`src/rtl/fifo_pkg.sv`:
```
// Shared constants for the FIFO controller, its storage array and read-side clients.
// Also holds the output-queue state encoding and the frame-position width helper.
package fifo_pkg;

  localparam int STACK_WIDTH     = 8;
  localparam int STACK_HEIGHT    = 8;
  localparam int STACK_PTR_WIDTH = 3;
  localparam int FRAME_CNT_W     = 16;
  localparam int FRAME_LEN_DEF   = 4;

  // Encoding doubles as the queue occupancy count.
  typedef enum logic [1:0] {
    BUF_EMPTY = 2'd0,
    BUF_PART  = 2'd1,
    BUF_FULL  = 2'd2
  } buf_state_t;

  function automatic int wpos_width(input int frame_len);
    return (frame_len > 1) ? $clog2(frame_len) : 1;
  endfunction

endpackage

```
`src/rtl/fifo_read_streamer_if.sv`:
```
// Valid/ready output stream with frame delimiting, as seen by the downstream consumer.
interface fifo_read_streamer_if
  import fifo_pkg::*;
#(
  parameter int WIDTH = STACK_WIDTH
) ();

  logic             m_valid;
  logic             m_ready;
  logic [WIDTH-1:0] m_data;
  logic             m_last;

  modport master (
    output m_valid,
    output m_data,
    output m_last,
    input  m_ready
  );

  modport slave (
    input  m_valid,
    input  m_data,
    input  m_last,
    output m_ready
  );

endinterface

```
`src/rtl/stream_skid_buf.sv`:
```
// Two-entry FIFO-ordered output queue with push/pop/flush; occupancy is the FSM state.
module stream_skid_buf
  import fifo_pkg::*;
#(
  parameter int WIDTH = STACK_WIDTH
) (
  input  logic             clk,
  input  logic             rst,
  input  logic             push,
  input  logic             pop,
  input  logic             flush,
  input  logic [WIDTH-1:0] push_data,
  output logic [1:0]       buf_cnt,
  output logic             valid,
  output logic [WIDTH-1:0] head_data
);

  buf_state_t       state_reg;
  buf_state_t       state_next;
  logic             rd_ptr_reg;
  logic             wr_ptr_reg;
  logic             pop_en;
  logic             push_en;
  logic [WIDTH-1:0] entry_data [2];

  // A push into a full queue is only accepted when the head leaves in the same cycle.
  assign pop_en  = pop & (state_reg != BUF_EMPTY) & ~flush;
  assign push_en = push & ~flush & ((state_reg != BUF_FULL) | pop_en);

  always_ff @(posedge clk or posedge rst) begin
    if (rst) begin
      state_reg <= BUF_EMPTY;
    end else begin
      state_reg <= state_next;
    end
  end

  always_comb begin
    state_next = state_reg;
    if (flush) begin
      state_next = BUF_EMPTY;
    end else begin
      case (state_reg)
        BUF_EMPTY: if (push_en) state_next = BUF_PART;
        BUF_PART: begin
          if (push_en && !pop_en) begin
            state_next = BUF_FULL;
          end else if (pop_en && !push_en) begin
            state_next = BUF_EMPTY;
          end
        end
        BUF_FULL:  if (pop_en && !push_en) state_next = BUF_PART;
        default:   state_next = BUF_EMPTY;
      endcase
    end
  end

  always_comb begin
    valid     = (state_reg != BUF_EMPTY);
    buf_cnt   = 2'(state_reg);
    head_data = entry_data[rd_ptr_reg];
  end

  always_ff @(posedge clk or posedge rst) begin
    if (rst) begin
      rd_ptr_reg <= 1'b0;
      wr_ptr_reg <= 1'b0;
    end else if (flush) begin
      rd_ptr_reg <= 1'b0;
      wr_ptr_reg <= 1'b0;
    end else begin
      if (pop_en) rd_ptr_reg <= ~rd_ptr_reg;
      if (push_en) wr_ptr_reg <= ~wr_ptr_reg;
    end
  end

  genvar gi;
  generate
    for (gi = 0; gi < 2; gi++) begin : g_entry
      logic [WIDTH-1:0] entry_reg;

      always_ff @(posedge clk or posedge rst) begin
        if (rst) begin
          entry_reg <= '0;
        end else if (push_en && (wr_ptr_reg == 1'(gi))) begin
          entry_reg <= push_data;
        end
      end

      assign entry_data[gi] = entry_reg;
    end
  endgenerate

endmodule

```
`src/rtl/fifo_read_streamer.sv`:
```
// Read-side FIFO consumer: issues read pulses, captures the synchronous read word and
// presents it as a framed valid/ready stream with a delivered-frame counter.
module fifo_read_streamer #(
  parameter int STACK_WIDTH = fifo_pkg::STACK_WIDTH,
  parameter int FRAME_LEN   = fifo_pkg::FRAME_LEN_DEF,
  parameter int FCNT_W      = fifo_pkg::FRAME_CNT_W
) (
  input  logic                   clk,
  input  logic                   rst,
  input  logic                   en,
  input  logic                   flush,
  input  logic                   stack_empty,
  input  logic [STACK_WIDTH-1:0] rd_data,
  output logic                   read_from_stack,
  fifo_read_streamer_if.master   m_if,
  output logic [FCNT_W-1:0]      frame_count
);

  localparam int                WPOS_W   = fifo_pkg::wpos_width(FRAME_LEN);
  localparam logic [WPOS_W-1:0] LAST_POS = WPOS_W'(FRAME_LEN - 1);

  logic                   inflight_reg;
  logic [WPOS_W-1:0]      wpos_reg;
  logic [WPOS_W-1:0]      wpos_next;
  logic [FCNT_W-1:0]      frame_count_reg;
  logic [FCNT_W-1:0]      frame_count_next;
  logic [1:0]             buf_cnt;
  logic                   buf_valid;
  logic [STACK_WIDTH-1:0] head_data;
  logic                   pop;
  logic                   pop_counted;
  logic                   push;
  logic                   last_beat;
  logic [2:0]             occupancy;

  // Occupancy counts words already queued plus the one in flight, minus the one leaving now.
  assign pop         = buf_valid & m_if.m_ready;
  assign occupancy   = {1'b0, buf_cnt} + {2'b00, inflight_reg} - {2'b00, pop};
  assign read_from_stack = ~rst & en & ~flush & ~stack_empty & (occupancy < 3'd2);
  assign push        = inflight_reg & ~flush;
  assign pop_counted = pop & ~flush;
  assign last_beat   = buf_valid & (wpos_reg == LAST_POS);

  always_ff @(posedge clk or posedge rst) begin
    if (rst) begin
      inflight_reg <= 1'b0;
    end else begin
      inflight_reg <= read_from_stack;
    end
  end

  stream_skid_buf #(
    .WIDTH(STACK_WIDTH)
  ) u_skid_buf (
    .clk      (clk),
    .rst      (rst),
    .push     (push),
    .pop      (pop),
    .flush    (flush),
    .push_data(rd_data),
    .buf_cnt  (buf_cnt),
    .valid    (buf_valid),
    .head_data(head_data)
  );

  always_comb begin
    wpos_next        = wpos_reg;
    frame_count_next = frame_count_reg;
    if (flush) begin
      wpos_next = '0;
    end else if (pop_counted) begin
      if (last_beat) begin
        wpos_next        = '0;
        frame_count_next = frame_count_reg + FCNT_W'(1);
      end else begin
        wpos_next = wpos_reg + WPOS_W'(1);
      end
    end
  end

  always_ff @(posedge clk or posedge rst) begin
    if (rst) begin
      wpos_reg        <= '0;
      frame_count_reg <= '0;
    end else begin
      wpos_reg        <= wpos_next;
      frame_count_reg <= frame_count_next;
    end
  end

  assign m_if.m_valid = buf_valid;
  assign m_if.m_data  = head_data;
  assign m_if.m_last  = last_beat;
  assign frame_count  = frame_count_reg;

endmodule

```
`src/flat_wrapper.sv`:
```
// flat-port wrapper written by rule: the top's interface ports become plain ports
module fifo_read_streamer_flat 
#(
  parameter int STACK_WIDTH = fifo_pkg::STACK_WIDTH,
  parameter int FRAME_LEN   = fifo_pkg::FRAME_LEN_DEF,
  parameter int FCNT_W      = fifo_pkg::FRAME_CNT_W
)
  (clk, rst, en, flush, stack_empty, rd_data, read_from_stack, frame_count, m_if_m_valid, m_if_m_data, m_if_m_last, m_if_m_ready);
  fifo_read_streamer_if #(.WIDTH((8))) m_if_i ();
  input  logic clk;
  input  logic rst;
  input  logic en;
  input  logic flush;
  input  logic stack_empty;
  input  logic [STACK_WIDTH-1:0] rd_data;
  output logic read_from_stack;
  output logic [FCNT_W-1:0] frame_count;
  output wire logic [$bits(m_if_i.m_valid)-1:0] m_if_m_valid;
  output wire logic [$bits(m_if_i.m_data)-1:0] m_if_m_data;
  output wire logic [$bits(m_if_i.m_last)-1:0] m_if_m_last;
  input wire logic [$bits(m_if_i.m_ready)-1:0] m_if_m_ready;
  assign m_if_m_valid = m_if_i.m_valid;
  assign m_if_m_data = m_if_i.m_data;
  assign m_if_m_last = m_if_i.m_last;
  assign m_if_i.m_ready = m_if_m_ready;
  fifo_read_streamer #(.STACK_WIDTH(STACK_WIDTH), .FRAME_LEN(FRAME_LEN), .FCNT_W(FCNT_W)) u_core (.clk(clk), .rst(rst), .en(en), .flush(flush), .stack_empty(stack_empty), .rd_data(rd_data), .read_from_stack(read_from_stack), .m_if(m_if_i), .frame_count(frame_count));
endmodule
```
`config.mk`:
```
export PLATFORM = sky130hd
export DESIGN_NAME = fifo_read_streamer_flat
export DESIGN_NICKNAME = d
export VERILOG_FILES = /design/src/rtl/fifo_pkg.sv /design/src/rtl/fifo_read_streamer_if.sv /design/src/rtl/stream_skid_buf.sv /design/src/rtl/fifo_read_streamer.sv /design/src/flat_wrapper.sv
export SDC_FILE = /design/constraint.sdc
export NUM_CORES = 1
export LEC_CHECK = 0
export BUFFER_PORTS_ARGS = -buffer_cell sky130_fd_sc_hd__buf_4
export CAP_MARGIN = 20
export CORE_UTILIZATION = 25
export CTS_CLUSTER_SIZE = 24
export DETAILED_ROUTE_END_ITERATION = 10
export GPL_ROUTABILITY_DRIVEN = 0
export PLACE_DENSITY_LB_ADDON = 0.05
export REMOVE_ABC_BUFFERS = 1
export SLEW_MARGIN = 10
export SYNTH_ARGS = -nofsm -noshare
export SYNTH_HDL_FRONTEND = slang
export SYNTH_SLANG_ARGS = --single-unit
```
`constraint.sdc`:
```
create_clock -name clk -period 2.09 [get_ports clk]
set_clock_uncertainty 0.05 [all_clocks]
set_input_delay 0.418 -clock clk [delete_from_list [all_inputs] [get_ports clk]]
set_output_delay 0.418 -clock clk [all_outputs]
set_load 0.1 [all_outputs]
```
==> flow_summary_export.csv <==
group,metric,value,unit
yosys,postSynthCellCount,149,
setup_path,critPathKind,"register to output pin",
floorplanning,ios,41,
setup_path,cp.required,1620,ps
timing,final_hold_viol_count,0,
yosys,synth_top_cell_by_area,"dfrtp_1",
floorplanning,die_x,88.18,µm
yosys,ys_seq_area_frac,0.5256,
route,post_drt_wl_per_cell,13.06,µm
yosys,ys_types,34,
floorplanning,num_rows,31,
cts,max-clock-path-buffers,2,
run_status,outcome,"finished, violations left",
route,vias_per_cell,4.225,
floorplanning,core,7214,µm²
floorplanning,die_area,7776,µm²
cells_and_area,layout_common_cells,"buf_4 (50), dfrtp_1 (38), mux2_2 (17), xnor2_1 (11), nor2_1 (10)",
cts,clock-sinks,39,
cts,htreeDepth,2,
yosys,synthSimpleGateAreaFrac,0.1375,
cells_and_area,area_delta_synth_final,34.03,%
route,vias,1276,
setup_path,worst_setup_path_end_kind,"output pin",
global_route,first_global_vias,1369,
timing,rsz0062_at_grt,"yes",
setup_path,critical_path.max_fanout,2,
yosys,synth_top_family_by_area,"multiplexers",
yosys,yosys.area.top_type_share,0.5256,
cts,clock_tree.root_cell,"clkbuf_8",
global_route,grt_max_degree,40,
setup_path,start_kind,"register",
timing,worst_pin_slew,511.3,ps
route,drt_iter0_markers,25,
timing,timing.final.crit_share,1.089,
run_status,violations,"setup timing",
route,dr.pass1.iters,4,
yosys,synth-main-ff-cell,"dfrtp_1",
yosys,synth.area.mux_share,0.1732,
cells_and_area,diodes,0,
place,hpwl,2783,µm
yosys,ys_seq_elements,39,
hold_path,hold_path_class,"input port to asynchronous set/reset pin",
route,detail-route-antenna-nets,0,
pwr,leakage,1.232,nW
timing,drv_slew,0,
floorplanning,initial_core_util,0.2574,
yosys,synth_edf_count,0,
timing,min_period,2276,ps
place,place_inst,293,
cells_and_area,final_common_cell,"buf_4",
setup_path,worstPathArrival,1810,ps
timing,max_freq,439.4,MHz
cts,clk_pin_slew,80,ps
route,drt-total-wl,3945,µm
cts,cts_tree,"built",
yosys,yosys_warnings,0,
global_route,grt_pass1_wl,6603,µm
timing,fin_setup_tns,-185.7,ps
cts,numCtsBuffers,5,
floorplanning,fp.dieH,88.18,µm
timing,finalWorstSetupSlack,-185.7,ps
pwr,peakVddDrop,382.3,µV
global_route,antenna_found_initial,0,
cells_and_area,fin_util,0.3450,
cells_and_area,n_fill_cell,758,
global_route,track_usage,0.1134,
cells_and_area,nets,219,
timing,slew_headroom,0.6591,
global_route,overflow,0,
cells_and_area,stdcell_count,302,
yosys,syn_area,1857,µm²
place,port_buffers,40,
pwr,p_per_area,832.2,nW/µm²
yosys,synth_compound_area_frac,0.02561,
timing,finalSetupViolCount,1,
timing,whs,212.0,ps
yosys,synth_area_leaders,"dfrtp_1 (53%), mux2_2 (10%), mux2_4 (6.5%)",
cts,clk-insertion-delay-late,290,ps
job,max_cap_viol_count,0,
route,drc_errors,0,
yosys,synth_xor_area_frac,0.08962,
cells_and_area,drive_above_1_share,0.4680,
yosys,postSynthAreaPerCell,12.46,µm²
yosys,ys_async_sr_fraction,1.000,
place,place_ws,-133.5,ps
yosys,synthAdderAreaFrac,0.02426,
## synthesized netlist by cell type (2+ instances only)
master,number
dfrtp_1,39
mux2_2,17
nor2_1,12
xnor2_1,12
mux2_4,8
nand2_1,8
xor2_1,7
nand3_1,5
inv_1,4
nand4_1,4
a21oi_1,3
buf_2,3
nor3_1,3
and3_1,2
and4_1,2
ha_1,2
## layer usage
metal / GRT usage / up-vias / share of wire
met5: 0 / - / 0
met4: 0.03666 / 0 / 0.0058
met3: 0.03676 / 3 / 0.046
met2: 0.1867 / 29 / 0.49
met1: 0.1406 / 628 / 0.46
li1: - / 616 / -
## logic make-up (layout without fill, tap and decap cells)
| group | count (synthesis) | after routing |
|---|---|---|
| simple gates | 45 | 45 |
| xor+xnor | 19 | 19 |
| flops | 39 | 39 |
| compound gates | 8 | 8 |
| fa+ha+maj | 3 | 3 |
| mux | 26 | 26 |
| buf+inv | 9 | 63 |
## through the flow
stage | power, mW | cell area [µm²]
after floorplan | 1.305 | 1827
after global placement | 1.424 | 2326
after detailed placement | 1.432 | 2326
after CTS | 2.109 | 2477
after global routing | 2.164 | 2489
final | 2.071 | 2489
## critical path: stages, from the launching register on
cell and delay, ps:
dfrtp_1 400, xor2_1 130, nand2_1 90, fa_2 540
and3_4 190, buf_12 170
## where the power goes
group | internal [mW] | total, mW | switching [mW]
registers | 0.807 | 0.834 | 0.0266
clock network | 0.387 | 0.655 | 0.268
logic | 0.162 | 0.582 | 0.420
## path summary, 6_finish.rpt
kind                                                     startpoint                                                    end  slack, ps  cells past startpoint
min in group clk                                              flush               u_core.u_skid_buf.wr_ptr_reg$_DFFE_PP0P_        310                      2
max in group asynchronous                                       rst               u_core.u_skid_buf.rd_ptr_reg$_DFFE_PP0P_       1400                      3
setup reg to reg           u_core.u_skid_buf.buf_cnt[0]$_DFFE_PP0P_  u_core.u_skid_buf.g_entry[0].entry_reg[4]$_DFFE_PP0P_        250                      5
hold / removal                                                  rst  u_core.u_skid_buf.g_entry[0].entry_reg[3]$_DFFE_PP0P_        210                      3
setup / recovery                      u_core.inflight_reg$_DFF_PP0_                                        read_from_stack       -190                      5
hold reg to reg                  u_core.frame_count[15]$_DFFE_PP0P_                     u_core.frame_count[15]$_DFFE_PP0P_        440                      1
## timing repair
item                                    CTS  global route
pin swaps                                 5             5
endpoints found under the setup margin    1             4
gates resized for setup                   7             3
hold endpoints to repair                  0             0
hold buffers                              0             0
buffers inserted                          1             0
## final cells by class
type | instances | area, µm² | share of cell area
Tap cell | 99 | 123.9 | 0.04977
Clock buffer | 6 | 82.58 | 0.03318
Timing Repair Buffer | 51 | 395.4 | 0.1589
Inverter | 4 | 15.01 | 0.006033
Sequential cell | 39 | 977.2 | 0.3927
Multi-Input combinational cell | 101 | 859.6 | 0.3454
Clock inverter | 2 | 35.03 | 0.01408
(Power assumes the default switching activity.)
